### config.mk
export PLATFORM = sky130hd
export DESIGN_NAME = gpio_axil_bank
export DESIGN_NICKNAME = d
export VERILOG_FILES = /design/src/rtl/gpio_axil_pkg.sv /design/src/rtl/gpio_axil_bank_in_filter.sv /design/src/rtl/gpio_axil_bank.sv
export SDC_FILE = /design/constraint.sdc
export NUM_CORES = 1
export LEC_CHECK = 0
export BUFFER_PORTS_ARGS = -buffer_cell sky130_fd_sc_hd__buf_2
export CAP_MARGIN = 20
export CORE_MARGIN = 2
export CORE_UTILIZATION = 44
export DETAILED_ROUTE_END_ITERATION = 7
export PLACE_DENSITY = 0.67
export RECOVER_POWER = 50
export REMOVE_ABC_BUFFERS = 1
export SETUP_SLACK_MARGIN = 0.5
export SLEW_MARGIN = 30
export SYNTH_ARGS = -nofsm -noshare
export SYNTH_HDL_FRONTEND = slang
export SYNTH_SLANG_ARGS = --single-unit
### constraint.sdc
create_clock -name clk_i -period 2.22 [get_ports clk_i]
set_input_delay 0.222 -clock clk_i [delete_from_list [all_inputs] [get_ports clk_i]]
set_output_delay 0.222 -clock clk_i [all_outputs]
set_load 0.01 [all_outputs]
### src/rtl/gpio_axil_pkg.sv
// Shared constants for the AXI-Lite GPIO bank: register word offsets, response codes, PARAMS fields.
package gpio_axil_pkg;

  localparam logic [5:0] REG_DIR        = 6'h00;
  localparam logic [5:0] REG_INPUT      = 6'h01;
  localparam logic [5:0] REG_OUTPUT     = 6'h02;
  localparam logic [5:0] REG_OUT_SET    = 6'h03;
  localparam logic [5:0] REG_OUT_CLR    = 6'h04;
  localparam logic [5:0] REG_INT_MASK   = 6'h05;
  localparam logic [5:0] REG_OUT_TGL    = 6'h06;
  localparam logic [5:0] REG_INT_CLR    = 6'h07;
  localparam logic [5:0] REG_INT_STATUS = 6'h08;
  localparam logic [5:0] REG_INT_POL    = 6'h09;
  localparam logic [5:0] REG_INT_MODE   = 6'h0A;
  localparam logic [5:0] REG_INT_ANY    = 6'h0B;
  localparam logic [5:0] REG_DEBOUNCE   = 6'h0C;
  localparam logic [5:0] REG_PARAMS     = 6'h0D;

  localparam logic [1:0] RESP_OKAY   = 2'b00;
  localparam logic [1:0] RESP_SLVERR = 2'b10;

  localparam int PARAMS_WIDTH_LSB = 0;
  localparam int PARAMS_WIDTH_W   = 6;
  localparam int PARAMS_DB_BIT    = 8;

  function automatic logic [31:0] strb_to_mask(input logic [3:0] strb);
    logic [31:0] m;
    m = '0;
    for (int b = 0; b < 4; b++) begin
      m[b*8 +: 8] = {8{strb[b]}};
    end
    return m;
  endfunction

  function automatic logic is_mapped(input logic [5:0] idx);
    return idx <= REG_PARAMS;
  endfunction

endpackage

### src/rtl/gpio_axil_bank_in_filter.sv
// Per-pin input synchroniser with optional debounce (GPIO_DEBOUNCE_EN) for the GPIO bank.
module gpio_axil_in_filter
  import gpio_axil_pkg::*;
#(
  parameter int WIDTH       = 32,
  parameter int SYNC_STAGES = 2,
  parameter int DB_W        = 16
) (
  input  logic             clk_i,
  input  logic             rst_ni,
  input  logic [WIDTH-1:0] pad_i,
  input  logic [DB_W-1:0]  db_limit_i,
  output logic [WIDTH-1:0] filt_o
);

  logic [WIDTH-1:0] sync_q [SYNC_STAGES];
  logic [WIDTH-1:0] sync_out;

  always_ff @(posedge clk_i or negedge rst_ni) begin
    if (!rst_ni) begin
      for (int i = 0; i < SYNC_STAGES; i++) sync_q[i] <= '0;
    end else begin
      sync_q[0] <= pad_i;
      for (int i = 1; i < SYNC_STAGES; i++) sync_q[i] <= sync_q[i-1];
    end
  end

  assign sync_out = sync_q[SYNC_STAGES-1];

`ifdef GPIO_DEBOUNCE_EN
  logic [DB_W-1:0]  cnt_q [WIDTH];
  logic [WIDTH-1:0] filt_q;

  // Up-counter compared against the live limit so a DEBOUNCE rewrite applies to running counts.
  always_ff @(posedge clk_i or negedge rst_ni) begin
    if (!rst_ni) begin
      filt_q <= '0;
      for (int p = 0; p < WIDTH; p++) cnt_q[p] <= '0;
    end else begin
      for (int p = 0; p < WIDTH; p++) begin
        if (sync_out[p] != filt_q[p]) begin
          if (cnt_q[p] >= db_limit_i) begin
            filt_q[p] <= sync_out[p];
            cnt_q[p]  <= '0;
          end else begin
            cnt_q[p] <= cnt_q[p] + DB_W'(1);
          end
        end else begin
          cnt_q[p] <= '0;
        end
      end
    end
  end

  assign filt_o = filt_q;
`else
  logic unused_db;
  assign unused_db = ^db_limit_i;
  assign filt_o    = sync_out;
`endif

endmodule

### src/rtl/gpio_axil_bank.sv
// AXI4-Lite GPIO bank: direction/output registers, atomic set/clear/toggle, per-pin interrupts.
// Optional per-pin debounce filter enabled by defining GPIO_DEBOUNCE_EN.
module gpio_axil_bank
  import gpio_axil_pkg::*;
#(
  parameter int WIDTH       = 32,
  parameter int SYNC_STAGES = 2,
  parameter int DB_W        = 16
) (
  input  logic             clk_i,
  input  logic             rst_ni,
  input  logic             cfg_awvalid_i,
  input  logic [31:0]      cfg_awaddr_i,
  input  logic             cfg_wvalid_i,
  input  logic [31:0]      cfg_wdata_i,
  input  logic [3:0]       cfg_wstrb_i,
  input  logic             cfg_bready_i,
  input  logic             cfg_arvalid_i,
  input  logic [31:0]      cfg_araddr_i,
  input  logic             cfg_rready_i,
  output logic             cfg_awready_o,
  output logic             cfg_wready_o,
  output logic             cfg_bvalid_o,
  output logic [1:0]       cfg_bresp_o,
  output logic             cfg_arready_o,
  output logic             cfg_rvalid_o,
  output logic [31:0]      cfg_rdata_o,
  output logic [1:0]       cfg_rresp_o,
  input  logic [WIDTH-1:0] gpio_input_i,
  output logic [WIDTH-1:0] gpio_output_o,
  output logic [WIDTH-1:0] gpio_output_enable_o,
  output logic             intr_o
);

  logic             awready_q, arready_q, bvalid_q, rvalid_q;
  logic [1:0]       bresp_q, rresp_q;
  logic [31:0]      rdata_q;
  logic             wr_hs, rd_hs;
  logic [5:0]       wr_idx, rd_idx;
  logic [31:0]      wmask32;
  logic [WIDTH-1:0] wkeep, wbits, clr_bits;
  logic [31:0]      rd_data;
  logic [1:0]       rd_resp;

  logic [WIDTH-1:0] dir_q, out_q, mask_q, pol_q, mode_q, any_q, status_q, prev_q;
  logic             intr_q;
  logic [WIDTH-1:0] filt, rise, fall, edge_evt, lvl_evt, evt;
  logic [DB_W-1:0]  db_q;
  logic             db_present;

  assign wr_hs   = awready_q & cfg_awvalid_i & cfg_wvalid_i;
  assign rd_hs   = arready_q & cfg_arvalid_i;
  assign wr_idx  = cfg_awaddr_i[7:2];
  assign rd_idx  = cfg_araddr_i[7:2];
  assign wmask32 = strb_to_mask(cfg_wstrb_i);
  assign wkeep   = wmask32[WIDTH-1:0];
  assign wbits   = cfg_wdata_i[WIDTH-1:0] & wkeep;
  assign clr_bits = (wr_hs && wr_idx == REG_INT_CLR) ? wbits : '0;

  logic unused_in;
  assign unused_in = ^{cfg_awaddr_i[31:8], cfg_awaddr_i[1:0], cfg_araddr_i[31:8],
                       cfg_araddr_i[1:0], cfg_wdata_i, wmask32};

  // Ready is registered so the bus outputs are clean flops; each pulses for one cycle.
  always_ff @(posedge clk_i or negedge rst_ni) begin
    if (!rst_ni) begin
      awready_q <= 1'b0;
      bvalid_q  <= 1'b0;
      bresp_q   <= RESP_OKAY;
      arready_q <= 1'b0;
      rvalid_q  <= 1'b0;
      rresp_q   <= RESP_OKAY;
      rdata_q   <= '0;
    end else begin
      awready_q <= cfg_awvalid_i & cfg_wvalid_i & ~bvalid_q & ~awready_q;
      arready_q <= cfg_arvalid_i & ~rvalid_q & ~arready_q;
      if (wr_hs) begin
        bvalid_q <= 1'b1;
        bresp_q  <= is_mapped(wr_idx) ? RESP_OKAY : RESP_SLVERR;
      end else if (cfg_bready_i) begin
        bvalid_q <= 1'b0;
      end
      if (rd_hs) begin
        rvalid_q <= 1'b1;
        rdata_q  <= rd_data;
        rresp_q  <= rd_resp;
      end else if (cfg_rready_i) begin
        rvalid_q <= 1'b0;
      end
    end
  end

  gpio_axil_in_filter #(
    .WIDTH      (WIDTH),
    .SYNC_STAGES(SYNC_STAGES),
    .DB_W       (DB_W)
  ) u_in_filter (
    .clk_i     (clk_i),
    .rst_ni    (rst_ni),
    .pad_i     (gpio_input_i),
    .db_limit_i(db_q),
    .filt_o    (filt)
  );

  assign rise     = filt & ~prev_q;
  assign fall     = ~filt & prev_q;
  assign edge_evt = (any_q & (filt ^ prev_q)) | (~any_q & pol_q & rise) | (~any_q & ~pol_q & fall);
  assign lvl_evt  = ~(filt ^ pol_q);
  assign evt      = (mode_q & edge_evt) | (~mode_q & lvl_evt);

  always_ff @(posedge clk_i or negedge rst_ni) begin
    if (!rst_ni) begin
      dir_q    <= '0;
      out_q    <= '0;
      mask_q   <= '0;
      pol_q    <= '0;
      mode_q   <= '0;
      any_q    <= '0;
      status_q <= '0;
      prev_q   <= '0;
      intr_q   <= 1'b0;
    end else begin
      prev_q   <= filt;
      // A new event in the same cycle as a clear keeps the bit set.
      status_q <= (status_q & ~clr_bits) | evt;
      intr_q   <= |(status_q & mask_q);
      if (wr_hs) begin
        case (wr_idx)
          REG_DIR:      dir_q  <= (dir_q & ~wkeep) | wbits;
          REG_OUTPUT:   out_q  <= (out_q & ~wkeep) | wbits;
          REG_OUT_SET:  out_q  <= out_q | wbits;
          REG_OUT_CLR:  out_q  <= out_q & ~wbits;
          REG_OUT_TGL:  out_q  <= out_q ^ wbits;
          REG_INT_MASK: mask_q <= (mask_q & ~wkeep) | wbits;
          REG_INT_POL:  pol_q  <= (pol_q & ~wkeep) | wbits;
          REG_INT_MODE: mode_q <= (mode_q & ~wkeep) | wbits;
          REG_INT_ANY:  any_q  <= (any_q & ~wkeep) | wbits;
          default: ;
        endcase
      end
    end
  end

`ifdef GPIO_DEBOUNCE_EN
  assign db_present = 1'b1;
  always_ff @(posedge clk_i or negedge rst_ni) begin
    if (!rst_ni) begin
      db_q <= '0;
    end else if (wr_hs && wr_idx == REG_DEBOUNCE) begin
      db_q <= (db_q & ~wmask32[DB_W-1:0]) | (cfg_wdata_i[DB_W-1:0] & wmask32[DB_W-1:0]);
    end
  end
`else
  assign db_present = 1'b0;
  assign db_q       = '0;
`endif

  always_comb begin
    rd_data = '0;
    rd_resp = RESP_OKAY;
    case (rd_idx)
      REG_DIR:        rd_data[WIDTH-1:0] = dir_q;
      REG_INPUT:      rd_data[WIDTH-1:0] = filt;
      REG_OUTPUT:     rd_data[WIDTH-1:0] = out_q;
      REG_OUT_SET, REG_OUT_CLR, REG_OUT_TGL, REG_INT_CLR: rd_data = '0;
      REG_INT_MASK:   rd_data[WIDTH-1:0] = mask_q;
      REG_INT_STATUS: rd_data[WIDTH-1:0] = status_q;
      REG_INT_POL:    rd_data[WIDTH-1:0] = pol_q;
      REG_INT_MODE:   rd_data[WIDTH-1:0] = mode_q;
      REG_INT_ANY:    rd_data[WIDTH-1:0] = any_q;
      REG_DEBOUNCE:   rd_data[DB_W-1:0]  = db_q;
      REG_PARAMS: begin
        rd_data[PARAMS_WIDTH_LSB +: PARAMS_WIDTH_W] = PARAMS_WIDTH_W'(WIDTH);
        rd_data[PARAMS_DB_BIT]                      = db_present;
      end
      default:        rd_resp = RESP_SLVERR;
    endcase
  end

  assign cfg_awready_o        = awready_q;
  assign cfg_wready_o         = awready_q;
  assign cfg_bvalid_o         = bvalid_q;
  assign cfg_bresp_o          = bresp_q;
  assign cfg_arready_o        = arready_q;
  assign cfg_rvalid_o         = rvalid_q;
  assign cfg_rdata_o          = rdata_q;
  assign cfg_rresp_o          = rresp_q;
  assign gpio_output_o        = out_q;
  assign gpio_output_enable_o = dir_q;
  assign intr_o               = intr_q;

endmodule

# ---- After elaboration in Yosys (flattened, before gate mapping)
# Index checks and enable logic that the tools add are counted.
dict set report word_totals {
  ff_bits 361
  input_bits 139
  output_inout_bits 106
  elab_cells 122
}
dict set report classes {
  bitwise 54
  magnitude_cmp 1
  n_reduce_logical 14
  eq_ne 22
  muxes 13
}
# cell count
set ops {}
lappend ops {{bitwise AND 32 bit} 19}
lappend ops {{OR 32 bit} 11}
lappend ops {{NOT 32 bit} 9}
lappend ops {{one-hot mux 16 bit (8 select lines)} 1}
lappend ops {{one-hot mux 32 bit (4 select lines)} 1}
lappend ops {{bitwise XOR 32 bit} 3}
lappend ops {{one-hot mux 7 bit (8 select lines)} 1}
lappend ops {{equality test 6 x 4 -> 1 bit (second input constant)} 9}
lappend ops {{one-hot mux 6 bit (9 select lines)} 1}
lappend ops {{equality test 6 x 3 -> 1 bit (second input constant)} 8}
lappend ops {{2-to-1 mux 32 bit} 1}
lappend ops {{OR reduction 32 bit} 1}
lappend ops {{equality test 6 x 2 -> 1 bit (second input constant)} 4}
lappend ops {{one-hot mux 2 bit (8 select lines)} 1}
lappend ops {{OR reduction 14 bit} 1}
lappend ops {{logical NOT 6 bit} 2}
lappend ops {{AND reduction 2 bit} 6}
lappend ops {{bitwise AND 1 bit} 8}
lappend ops {{one-hot mux 1 bit (8 select lines)} 1}
lappend ops {{equality test 6 x 1 -> 1 bit (second input constant)} 1}
lappend ops {{less-or-equal comparator 6 x 4 -> 1 bit (second input constant)} 1}
lappend ops {{2-to-1 mux 1 bit} 4}
lappend ops {{2-to-1 mux 2 bit} 2}
lappend ops {{NOT 1 bit} 4}
lappend ops {{other kinds (3)} 4}

# ---- Longest topological paths before layout
dict set report depth {
  ltp_word 8
  depth_mapped 8
  ltp_nobuf 6
}

# ---- Cells and area by module
# From an unflattened synthesis, not the netlist that was laid out.
dict set report unflattened {
  hier_cells 1500
  hier_area_um2 18083.6
}
# module area_per_inst_um2 n_inst cells_per_inst
set modules_own_cells {}
lappend modules_own_cells {gpio_axil_bank 16241.8 1 1404}
lappend modules_own_cells {gpio_axil_in_filter 1841.8 1 96}

# ---- Worst setup path after synthesis
# OpenSTA, ideal clock, no wires.
dict set report synth_path {
  path_kind {register to register}
  startpoint {register awready_q, in the netlist cfg_awready_o}
  endpoint {register with a tool-made name}
  slack_ns 0.477
  path_stages_with_launch 5
  required_time_ns 2.095
  n_path_buf 0
  setup_time_ns 0.125
  arrival_time_ns 1.618
  path_cell_list {dfrtp_1 nand4_1 nor4_1 nand2_1 mux2_2}
}
# item line
set synth_lines {}
lappend synth_lines {{from (decl)} gpio_axil_bank.sv:35} ;# logic awready_q, arready_q, bvalid_q, rvalid_q;
lappend synth_lines {{from (signal assigned)} gpio_axil_bank.sv:75} ;# awready_q <= cfg_awvalid_i & cfg_wvalid_i & ~bvalid_q & ~awready_q;

==> impl_results.md <==
* Run status: finished clean
* Pre-antenna DRT Iters at 5
* Clk root buf: clkbuf_16
* Crit. End Element: flip-flop
* Via Count at roughly 13k
* First-pass GRT wire length at 80600 um
* Total CTS buffers at 40
* Worst R2R Setup Slack at 380 ps
* DPL Wire Length at 35800 um
* Hold Fails Final Rpt at 0
* CTS tree: built
* Reg clk slew, reported paths at 60 ps
* Fmax at roughly 0.54 GHz
* Post-synth EDFFs at 0
* Antenna violations before repair at 6
* Remaining Overflow, GRT at 0
* 1st-iter DRT viols at 891
* Cell Area, Placed at 19600 um2
* Share of the synthesized area in the top cell type at 0.508
* Slew Limit Fails at 0
* Placed cell count at 2192
* Antenna viol nets, final at 0
* Critical Path RT at 2660 ps
* Clk buf depth at 3
* Largest net degree at the start of global routing at 81
* GPL Wtd Cong at approximately 0.85
* Worst hold slack at 17.3 ps
* Reg2Reg Depth at 6
* Initial core utilization at 0.445
* Power density over the cells at 668 nW/um2
* Routed WL per cell at 22.5 um
* Netlist cell types at 47
* Non-Filler Instances at 2332
* Synth Register Bits at about 360
* Leading cell type in the layout, fill and taps excluded: dfrtp_1
* Share of cells above drive strength 1 at 0.304
* Crit path max fanout at 12
* Top cells by area, synth: dfrtp_1 51%, mux2_2 12%, ha_1 6.8%
* Worst IR Drop VDD at ~480 uV
* IO Port Bufs at 190
* Post-route cell area at 21700 um2
* Site Rows at 73
* Period utilization at 0.829
* CP Data Arrival Time at 2280 ps
* Final min period at roughly 1800 ps
* Post-synth ARST share at 1.00
* Leak at 10.7 nW
* Core ar. at 39700 um2
* Syn_area_per_cell at 11.9 um2
* DR vias/cell at around 5.7
* Top_reg_cell synth: dfrtp_1
* Nets at 2010
* Synth area leader: dfrtp_1
* Total of max-cap violations at 0
* Final Util at 0.546
* Final wirelength at about 53000 um
* Clock skew at 21.0 ps
* Critical path type: reg -> reg
* # clock sinks at 359
* Die area at approximately 42000 um2
* Least-Margin Pin Slew at 1470 ps
* Min-Delay Path Class: in -> reg
* YS warnings at 0
* H-tree lvl count at 2
* Die Span Y at 204 um
* Area growth, synth to finish at 22.8%
* Final setup violation count at 0
* Synth Instances at 1483
* Syn Std Cell Area at 17700 um2
* Clk_lat worst skew at 570 ps
* Most frequent cells in the layout: 359 x dfrtp_1, 190 x mux2_2, 183 x buf_2
* DIE WIDTH at ~200 um
* I/O Pins at 245
* DRC at 0
* Hold Crit Depth at 2
* Number of global-route vias before repair at 13.7k
* RSZ-0062 raised after global routing: true
* Sequential share of the synthesized area at 0.508
* Slew margin rel. at 0.0225
* GRT Util Overall at 0.254
* CP Launch Type: flip-flop
* Power Total at 14.5 mW
==> cell type report <==
class | count | area [um2]
timing repair buffer | 313 | 2210
tap | 525 | 657
antenna | 5 | 12.5
multi-input combinational | 969 | 8240
clock buffer | 60 | 1210
clock inverter | 9 | 52.6
sequential | 359 | 8980
inverter | 92 | 345
fill | 3400 | 18000
==> power breakdown <==
part | total [mW] | internal, mW | switching, mW
Clock | 6.41 | 3.74 | 2.66
Combinational | 1.22 | 0.512 | 0.707
Sequential | 6.88 | 6.72 | 0.167
Total | 14.5 | 11.0 | 3.54
==> cells in the mapped netlist (19+ instances only) <==
| library cell | number |
|---|---|
| nand2_1 | 184 |
| clkbuf_1 | 33 |
| mux2_2 | 190 |
| ha_1 | 96 |
| dfrtp_1 | 359 |
| a22oi_1 | 22 |
| buf_2 | 19 |
| xor2_1 | 32 |
| mux2i_1 | 110 |
| o211ai_1 | 71 |
| inv_1 | 92 |
| a32oi_1 | 31 |
| o22ai_1 | 33 |
| o21ai_0 | 64 |
==> critical path, stage by stage, from the launching register on <==
cell,delay [ps]
dfrtp_1,380
nand3_1,280
nor2_2,220
buf_6,210
nand3_1,110
buf_4,240
mux2_2,290
==> layer usage <==
metal / GRT usage / part of all wire / vias to the layer above / wire [um]
met5: 0 / 0.00025 / - / 13
met4: 0.0999 / 0.033 / 2 / 1730
met3: 0.0483 / 0.062 / 119 / 3280
met2: 0.410 / 0.48 / 460 / 25100
met1: 0.340 / 0.43 / 6772 / 22500
li1: - / - / 5948 / -
==> repair_timing <==
action	in CTS	in global routing
setup buffers	2	2
resized for setup	25	48
endpoints found under the hold margin	255	0
cloned	0	2
setup endpoints to repair	207	161
pin swaps	1	2
hold buffers	60	0
==> metrics by stage <==
| step | TNS (ps) | setup WS [ps] |
|---|---|---|
| after global placement | 0 | 147 |
| after global routing | 0 | 320 |
| after CTS | 0 | 485 |
| after floorplan | -17360 | -546 |
| after detailed placement | 0 | 111 |
| final | 0 | 379 |
==> worst paths after layout <==
| check | to | from |
|---|---|---|
| setup / recovery | flip-flop | cfg_awready_o |
| hold / removal | flip-flop | cfg_wdata_i[2] |
| setup reg to reg | flip-flop | cfg_awready_o |
| hold reg to reg | u_in_filter.filt_o[24] | u_in_filter.sync_q[56] |
| max in group asynchronous | u_in_filter.sync_q[36] | rst_ni |
| min in group asynchronous | gpio_output_o[19] | rst_ni |
==> logic make-up (layout without fill, tap and decap cells) <==
group | count (synthesis) | after routing | synth area share
other cells | 1 | 7 | 0.000212
simple gates | 253 | 253 | 0.0642
flops | 359 | 359 | 0.508
fa+ha+maj | 96 | 96 | 0.0679
mux | 317 | 317 | 0.204
compound gates | 269 | 269 | 0.104
xor+xnor | 32 | 32 | 0.0158
buf+inv | 156 | 474 | 0.0366
Note: power is estimated with default switching activity, not from simulation.
